===== src/rtl/uart_pkg.sv =====
// Shared types and helpers for the uart_txrx transmitter/receiver pair.
package uart_pkg;

  // Widest data word the parity helper accepts; narrower words are zero-extended.
  localparam int unsigned MaxDataWidth = 32;

  typedef enum logic [2:0] {
    TxIdle,
    TxStart,
    TxData,
    TxParity,
    TxStop
  } tx_state_e;

  typedef enum logic [2:0] {
    RxIdle,
    RxStart,
    RxData,
    RxParity,
    RxStop
  } rx_state_e;

  function automatic int unsigned calc_clks_per_bit(input int unsigned freq,
                                                    input int unsigned baud);
    return freq / baud;
  endfunction

  // Even parity is the XOR of the data bits, odd parity its complement.
  function automatic logic par(input logic [MaxDataWidth-1:0] data, input logic odd);
    return (^data) ^ odd;
  endfunction

endpackage


===== src/rtl/uart_rx.sv =====
// UART receiver: synchronised input, mid-bit sampling, framing and parity checks.
module uart_rx
  import uart_pkg::*;
#(
  parameter int unsigned clks_per_bit = 4166,
  parameter int unsigned data_width   = 8
) (
  input  logic                  clk,
  input  logic                  rst,
  input  logic                  rx,
  input  logic                  baud_en,
  input  logic                  parity_en,
  input  logic                  odd_r_even_parity,
  output logic                  done,
  output logic                  framing_error,
  output logic                  parity_error,
  output logic [data_width-1:0] data_out
);

  localparam int unsigned CntWidth = (clks_per_bit > 1) ? $clog2(clks_per_bit) : 1;
  localparam int unsigned IdxWidth = (data_width > 1) ? $clog2(data_width) : 1;
  localparam logic [CntWidth-1:0] CntMax  = CntWidth'(clks_per_bit - 1);
  localparam logic [CntWidth-1:0] HalfMax =
      (clks_per_bit / 2 > 0) ? CntWidth'(clks_per_bit / 2 - 1) : '0;
  localparam logic [IdxWidth-1:0] IdxMax = IdxWidth'(data_width - 1);

  rx_state_e             state_q, state_d;
  logic [CntWidth-1:0]   cnt_q, cnt_d;
  logic [IdxWidth-1:0]   idx_q, idx_d;
  logic [data_width-1:0] shift_q, shift_d;
  logic [data_width:0]   shift_ext;
  logic                  par_seen_q, par_seen_d;
  logic                  par_bad_q, par_bad_d;
  logic                  done_q, done_d;
  logic                  ferr_q, ferr_d;
  logic                  perr_q, perr_d;
  logic [data_width-1:0] data_q, data_d;
  logic                  sync1_q, sync_q, prev_q;
  logic                  fall, bit_done, half_done;

  // Requiring a high-to-low transition means a stuck-low line never re-arms the receiver.
  assign fall      = prev_q & ~sync_q;
  assign bit_done  = baud_en && (cnt_q == CntMax);
  assign half_done = baud_en && (cnt_q == HalfMax);
  assign shift_ext = {sync_q, shift_q};

  always_comb begin
    state_d    = state_q;
    cnt_d      = cnt_q;
    idx_d      = idx_q;
    shift_d    = shift_q;
    par_seen_d = par_seen_q;
    par_bad_d  = par_bad_q;
    done_d     = 1'b0;
    ferr_d     = ferr_q;
    perr_d     = perr_q;
    data_d     = data_q;

    if (state_q != RxIdle && baud_en) begin
      cnt_d = bit_done ? '0 : cnt_q + 1'b1;
    end

    unique case (state_q)
      RxIdle: begin
        cnt_d = '0;
        if (fall) begin
          state_d = RxStart;
        end
      end
      RxStart: begin
        if (half_done) begin
          cnt_d      = '0;
          idx_d      = '0;
          par_seen_d = 1'b0;
          par_bad_d  = 1'b0;
          state_d    = sync_q ? RxIdle : RxData;
        end
      end
      RxData: begin
        if (bit_done) begin
          shift_d = shift_ext[data_width:1];
          idx_d   = idx_q + 1'b1;
          if (idx_q == IdxMax) begin
            state_d = parity_en ? RxParity : RxStop;
          end
        end
      end
      RxParity: begin
        if (bit_done) begin
          par_seen_d = 1'b1;
          par_bad_d  = sync_q != par(MaxDataWidth'(shift_q), odd_r_even_parity);
          state_d    = RxStop;
        end
      end
      RxStop: begin
        if (bit_done) begin
          done_d  = 1'b1;
          data_d  = shift_q;
          ferr_d  = ~sync_q;
          perr_d  = par_seen_q & par_bad_q;
          state_d = RxIdle;
        end
      end
      default: state_d = RxIdle;
    endcase
  end

  always_ff @(posedge clk) begin
    if (rst) begin
      sync1_q    <= 1'b1;
      sync_q     <= 1'b1;
      prev_q     <= 1'b1;
      state_q    <= RxIdle;
      cnt_q      <= '0;
      idx_q      <= '0;
      shift_q    <= '0;
      par_seen_q <= 1'b0;
      par_bad_q  <= 1'b0;
      done_q     <= 1'b0;
      ferr_q     <= 1'b0;
      perr_q     <= 1'b0;
      data_q     <= '0;
    end else begin
      sync1_q    <= rx;
      sync_q     <= sync1_q;
      prev_q     <= sync_q;
      state_q    <= state_d;
      cnt_q      <= cnt_d;
      idx_q      <= idx_d;
      shift_q    <= shift_d;
      par_seen_q <= par_seen_d;
      par_bad_q  <= par_bad_d;
      done_q     <= done_d;
      ferr_q     <= ferr_d;
      perr_q     <= perr_d;
      data_q     <= data_d;
    end
  end

  assign done          = done_q;
  assign framing_error = ferr_q;
  assign parity_error  = perr_q;
  assign data_out      = data_q;

endmodule


===== src/rtl/uart_tx.sv =====
// UART transmitter: start bit, LSB-first data, optional parity, one stop bit.
module uart_tx
  import uart_pkg::*;
#(
  parameter int unsigned clks_per_bit = 4166,
  parameter int unsigned data_width   = 8
) (
  input  logic                  clk,
  input  logic                  rst,
  input  logic                  tx_en,
  input  logic                  baud_en,
  input  logic                  parity_en,
  input  logic                  odd_r_even_parity,
  input  logic [data_width-1:0] data_in,
  output logic                  tx,
  output logic                  busy
);

  localparam int unsigned CntWidth = (clks_per_bit > 1) ? $clog2(clks_per_bit) : 1;
  localparam int unsigned IdxWidth = (data_width > 1) ? $clog2(data_width) : 1;
  localparam logic [CntWidth-1:0] CntMax = CntWidth'(clks_per_bit - 1);
  localparam logic [IdxWidth-1:0] IdxMax = IdxWidth'(data_width - 1);

  tx_state_e             state_q, state_d;
  logic [CntWidth-1:0]   cnt_q, cnt_d;
  logic [IdxWidth-1:0]   idx_q, idx_d;
  logic [data_width-1:0] shift_q, shift_d;
  logic                  par_en_q, par_en_d;
  logic                  par_bit_q, par_bit_d;
  logic                  bit_done;

  assign bit_done = baud_en && (cnt_q == CntMax);

  always_comb begin
    state_d   = state_q;
    cnt_d     = cnt_q;
    idx_d     = idx_q;
    shift_d   = shift_q;
    par_en_d  = par_en_q;
    par_bit_d = par_bit_q;
    tx        = 1'b1;
    busy      = 1'b1;

    if (state_q != TxIdle && baud_en) begin
      cnt_d = bit_done ? '0 : cnt_q + 1'b1;
    end

    unique case (state_q)
      TxIdle: begin
        busy  = 1'b0;
        cnt_d = '0;
        // Frame settings are captured here so later input changes cannot corrupt the frame.
        if (tx_en) begin
          state_d   = TxStart;
          shift_d   = data_in;
          par_en_d  = parity_en;
          par_bit_d = par(MaxDataWidth'(data_in), odd_r_even_parity);
        end
      end
      TxStart: begin
        tx = 1'b0;
        if (bit_done) begin
          state_d = TxData;
          idx_d   = '0;
        end
      end
      TxData: begin
        tx = shift_q[0];
        if (bit_done) begin
          shift_d = shift_q >> 1;
          idx_d   = idx_q + 1'b1;
          if (idx_q == IdxMax) begin
            state_d = par_en_q ? TxParity : TxStop;
          end
        end
      end
      TxParity: begin
        tx = par_bit_q;
        if (bit_done) begin
          state_d = TxStop;
        end
      end
      TxStop: begin
        if (bit_done) begin
          state_d = TxIdle;
        end
      end
      default: state_d = TxIdle;
    endcase
  end

  always_ff @(posedge clk) begin
    if (rst) begin
      state_q   <= TxIdle;
      cnt_q     <= '0;
      idx_q     <= '0;
      shift_q   <= '0;
      par_en_q  <= 1'b0;
      par_bit_q <= 1'b0;
    end else begin
      state_q   <= state_d;
      cnt_q     <= cnt_d;
      idx_q     <= idx_d;
      shift_q   <= shift_d;
      par_en_q  <= par_en_d;
      par_bit_q <= par_bit_d;
    end
  end

endmodule


===== src/rtl/uart_txrx.sv =====
// Full-duplex UART: independent transmitter and receiver on one clock and reset.
module uart_txrx
  import uart_pkg::*;
#(
  parameter int unsigned clk_freq   = 40_000_000,
  parameter int unsigned baud_rate  = 9600,
  parameter int unsigned data_width = 8
) (
  input  logic                  clk,
  input  logic                  rst,
  input  logic                  tx_en,
  input  logic                  baud_en,
  input  logic                  parity_en,
  input  logic                  odd_r_even_parity,
  input  logic                  rx,
  input  logic [data_width-1:0] data_in,
  output logic                  tx,
  output logic                  busy,
  output logic                  done,
  output logic                  framing_error,
  output logic                  parity_error,
  output logic [data_width-1:0] data_out
);

  localparam int unsigned ClksPerBit = calc_clks_per_bit(clk_freq, baud_rate);

  uart_tx #(
    .clks_per_bit(ClksPerBit),
    .data_width  (data_width)
  ) u_tx (
    .clk              (clk),
    .rst              (rst),
    .tx_en            (tx_en),
    .baud_en          (baud_en),
    .parity_en        (parity_en),
    .odd_r_even_parity(odd_r_even_parity),
    .data_in          (data_in),
    .tx               (tx),
    .busy             (busy)
  );

  uart_rx #(
    .clks_per_bit(ClksPerBit),
    .data_width  (data_width)
  ) u_rx (
    .clk              (clk),
    .rst              (rst),
    .rx               (rx),
    .baud_en          (baud_en),
    .parity_en        (parity_en),
    .odd_r_even_parity(odd_r_even_parity),
    .done             (done),
    .framing_error    (framing_error),
    .parity_error     (parity_error),
    .data_out         (data_out)
  );

endmodule


===== config.mk =====
export PLATFORM = sky130hd
export DESIGN_NAME = uart_txrx
export DESIGN_NICKNAME = d
export VERILOG_FILES = /design/src/rtl/uart_pkg.sv /design/src/rtl/uart_rx.sv /design/src/rtl/uart_tx.sv /design/src/rtl/uart_txrx.sv
export SDC_FILE = /design/constraint.sdc
export NUM_CORES = 1
export LEC_CHECK = 0
export ABC_AREA = 1
export ABC_CLOCK_PERIOD_IN_PS = 1500
export BUFFER_PORTS_ARGS = -buffer_cell sky130_fd_sc_hd__clkbuf_2
export CORE_MARGIN = 3
export CORE_UTILIZATION = 28
export DETAILED_ROUTE_END_ITERATION = 8
export PLACE_DENSITY_LB_ADDON = 0.3
export REMOVE_ABC_BUFFERS = 1
export SYNTH_ARGS = -nofsm -noshare
export SYNTH_HDL_FRONTEND = slang
export SYNTH_SLANG_ARGS = --single-unit

===== constraint.sdc =====
create_clock -name clk -period 1.5 [get_ports clk]
set_clock_uncertainty 0.05 [all_clocks]
set_input_delay 0.15 -clock clk [delete_from_list [all_inputs] [get_ports clk]]
set_output_delay 0.15 -clock clk [all_outputs]
set_load 0.03 [all_outputs]

==> results.md <==
- Run status: complete, but fails checks
- Failing checks: setup timing
- CP required: 1.71 ns
- Gr usage total: ~14%
- Number of DRC markers in iteration 0: 230
- Min-delay worst type: input port to flip-flop
- Synth area leaders: dfxtp_1, nand2_1, nor2_1
- Max rail drop VDD: 0.646 mV
- Max_cap viols: 0
- Final core occ: 43.8%
- Worst hold margin: 0.0538 ns
- Vias in the first global route: 3842
- PortBufs: 27
- CP Data Arrival Time: between 1.5 and 2 ns
- Leakage: 2.51 nW
- # diodes: 0
- H-tree depth: 3
- Worst Setup Slack, final: -0.00797 ns
- RD Place Congestion: 0.895
- Hold Path Stages: 3
- Chip height: around 120 um
- Placed instance area: 4810 um2
- Flops & latches, synth: 72
- Hold Path End: u_tx.shift_q[7]$_SDFFE_PP0P_
- Clock buffer depth: 2
- Worst R2R Start: u_rx.cnt_q[9]$_SDFF_PP0_
- R2R Path End: u_rx.data_out[0]$_SDFFE_PP0P_
- Post-route DRC: 0
- Setup_tns: -0.0105 ns
- Final Cell Area: 5890 um2
- Share of the synthesized area in the top cell type: 36.9%
- CP startpoint: u_rx.cnt_q[9]$_SDFF_PP0_
- Syn Inst Count: 580
- Final Hold Viols: 0
- Setup CP Type: flip-flop to flip-flop
- # rows: 42
- Max_slew headroom: between 70% and 80%
- Hold Startpoint: data_in[7]
- Final Power: about 7.7 mW
- Placed Instances: 853
- Post-route ant nets: 0
- Slew Limit Fails: 0
- CORE AREA: 13500 um2
- R2r worst-path depth: 8
- Largest fanout on the critical path: 15
- Synth-to-layout area growth: 50.9%
- Worst-skew pair later-pin latency: 0.34 ns
- Initial Utilization: 29.0%
- Global route overflow: 0
- Critical Path Source Type: flip-flop
- Count of endpoints failing setup in the final report: 3
- Reg2reg setup slack: -0.008 ns
- First-pass GRT wire length: roughly 17 mm
- Via Count: 4147
- TritonCTS clock tree: yes
- Fmax: 663 MHz
- Syn avg cell area: 6.73 um2
- Slew @ Worst Pin: about 0.37 ns
- TritonCTS Buffers: 9
- Critical Path Sink Type: flip-flop
- Root Driver: clkbuf_16
- Largest net degree at the start of global routing: 25
- Dpl ws: -0.134 ns
- Netlist Area Pre-Place: approximately 3900 um2
- Clk pin slew, worst setup/hold paths: 0.06 ns
- Synth unique cells: 39
- DR WL/cell: 12.2 um
- Full die area: 15400 um2
- Synth warn: 0
- I/O pin count: 28
- Final std cells w/o fill: just under 900
- Sequential area share after synthesis: a little under two fifths
- DRT Wirelength: 10.8 mm
- Post-synth top area cell: dfxtp_1
- 1st-pass router iterations: 4
- Chip Width: 124 um
- Cell Pwr Density: 1310 nW/um2
- Vias per inst: 4.70
- Share of cells above drive strength 1: 38.8%
- Tmin final: 1.51 ns
- HPWL after DPL: 7.51 mm
- Initial antenna violation count: 0
- Fin crit share: 101%
- Fin nets: 726
- Clock sink count: 72
- RSZ-0062 raised after global routing: true
worst max path at each step:
| stage | endpoint | slack, ns | cells after the start |
|---|---|---|---|
| after global placement | u_tx.shift_q[5]$_SDFFE_PP0P_ | -0.08 | 11 |
| after CTS | tx | -0.07 | 7 |
| after global routing | u_tx.shift_q[7]$_SDFFE_PP0P_ | -0.1 | 11 |
| final | u_rx.data_out[0]$_SDFFE_PP0P_ | -0.008 | 8 |
| after detailed placement | u_rx.data_out[1]$_SDFFE_PP0P_ | -0.13 | 8 |
| after floorplan | u_rx.idx_q[0]$_SDFFE_PP0P_ | -0.08 | 8 |
registers in the layout, indices dropped and copies added, names as in the netlist:
name	count
u_rx.sync1_q	1
u_rx.par_bad_q	1
u_rx.framing_error	1
u_rx.sync_q	1
u_rx.done	1
u_tx.par_bit_q	1
u_rx.par_seen_q	1
u_tx.par_en_q	1
u_tx.cnt_q	13
u_rx.shift_q	8
u_rx.idx_q	3
u_rx.data_out	8
u_rx.state_q	3
u_tx.state_q	3
u_tx.shift_q	8
u_tx.idx_q	3
u_rx.parity_error	1
u_rx.prev_q	1
u_rx.cnt_q	13
cell usage in the layout, fill, tap and decap left out, drive strengths merged:
cell type    netlist  routed
or2                3       3
buf                6      94
clkinvlp           0       2
xnor2              5       5
dlygate4sd3        0       1
nor3              11      11
o22ai              1       1
nand4             16      16
nand3             45      45
nor2              77      77
nor3b              1       1
a211oi            10      10
dfxtp             72      72
inv               74      74
o21ai             38      38
nand3b             2       2
ha                 9       9
a21oi             42      42
clkbuf             4      38
clkinv             2       2
a31oi              1       1
and2               1       1
and3               1       1
o211ai             1       1
xor2               6       6
bufinv             1       3
nand2            151     151
cell families after synthesis:
group,share of synthesized area [%]
AND/OR/NAND/NOR,35.6
flip-flops,36.9
buffers and inverters,9.33
adder cells (fa/ha/maj),2.89
AO/OA/AOI/OAI,12.8
XOR/XNOR,2.47
cells in the mapped netlist:
cell and number:
a31oi_1 1, a211oi_1 10, inv_1 67, nand2_4 2, nor3_1 11, nor2_4 3, xnor2_1 5, nor2_2 2
a21oi_1 41, nand3b_1 2, or2_0 1, nor2_1 72, xor2_1 6, nor3b_1 1, o22ai_1 1, bufinv_8 1
nand4_1 15, nand3_4 1, o211ai_1 1, inv_2 7, a21oi_2 1, nand3_1 39, or2_2 2, nand3_2 5
and3_1 1, clkbuf_1 4, nand4_2 1, dfxtp_1 72, clkinv_2 1, buf_4 1, ha_1 9, o21ai_0 36
nand2_2 5, clkinv_1 1, o21ai_1 2, nand2_1 144, buf_6 2, buf_2 3, and2_1 1
per-layer routing:
| metal | GRT usage [%] | part of all wire (%) |
|---|---|---|
| met1 | 17.0 | 45 |
| met2 | 23.4 | 50 |
| met3 | 3.18 | 2.8 |
| met4 | 5.00 | 1.6 |
| met5 | 0 | 0 |
power by group:
| part | leakage [nW] | total [mW] | switching (mW) | internal (mW) |
|---|---|---|---|---|
| clock network | 0.161 | 2.42 | 0.833 | 1.59 |
| registers | 0.591 | 2.26 | 0.140 | 2.12 |
| logic | 1.76 | 3.02 | 1.71 | 1.31 |
| total | 2.51 | 7.70 | 2.69 | 5.02 |
final cells by class:
class / instances / area (um2)
clock buffer: 12 / 267
inverter: 77 / 320
multi-input combinational: 421 / 2610
sequential: 72 / 1470
tap: 176 / 220
clock inverter: 4 / 75.1
timing repair buffer: 121 / 927
fill: 1369 / 7560
worst max-delay path, stage by stage (launching register included):
cell and delay (ns):
dfxtp_2 0.33, nor2_4 0.12, nand3_2 0.10, nor2_4 0.20, nand2_4 0.11, inv_4 0.09, nand2_4 0.07, buf_12 0.16
a211oi_1 0.19
timing repair:
action	in CTS	in global routing
buffers inserted	3	10
pin swaps	6	29
endpoints found under the setup margin	46	65
gates cloned	0	1
endpoints found under the hold margin	1	0
hold buffers	1	0
resized for setup	39	148
Note: power is estimated with default switching activity, not from simulation.
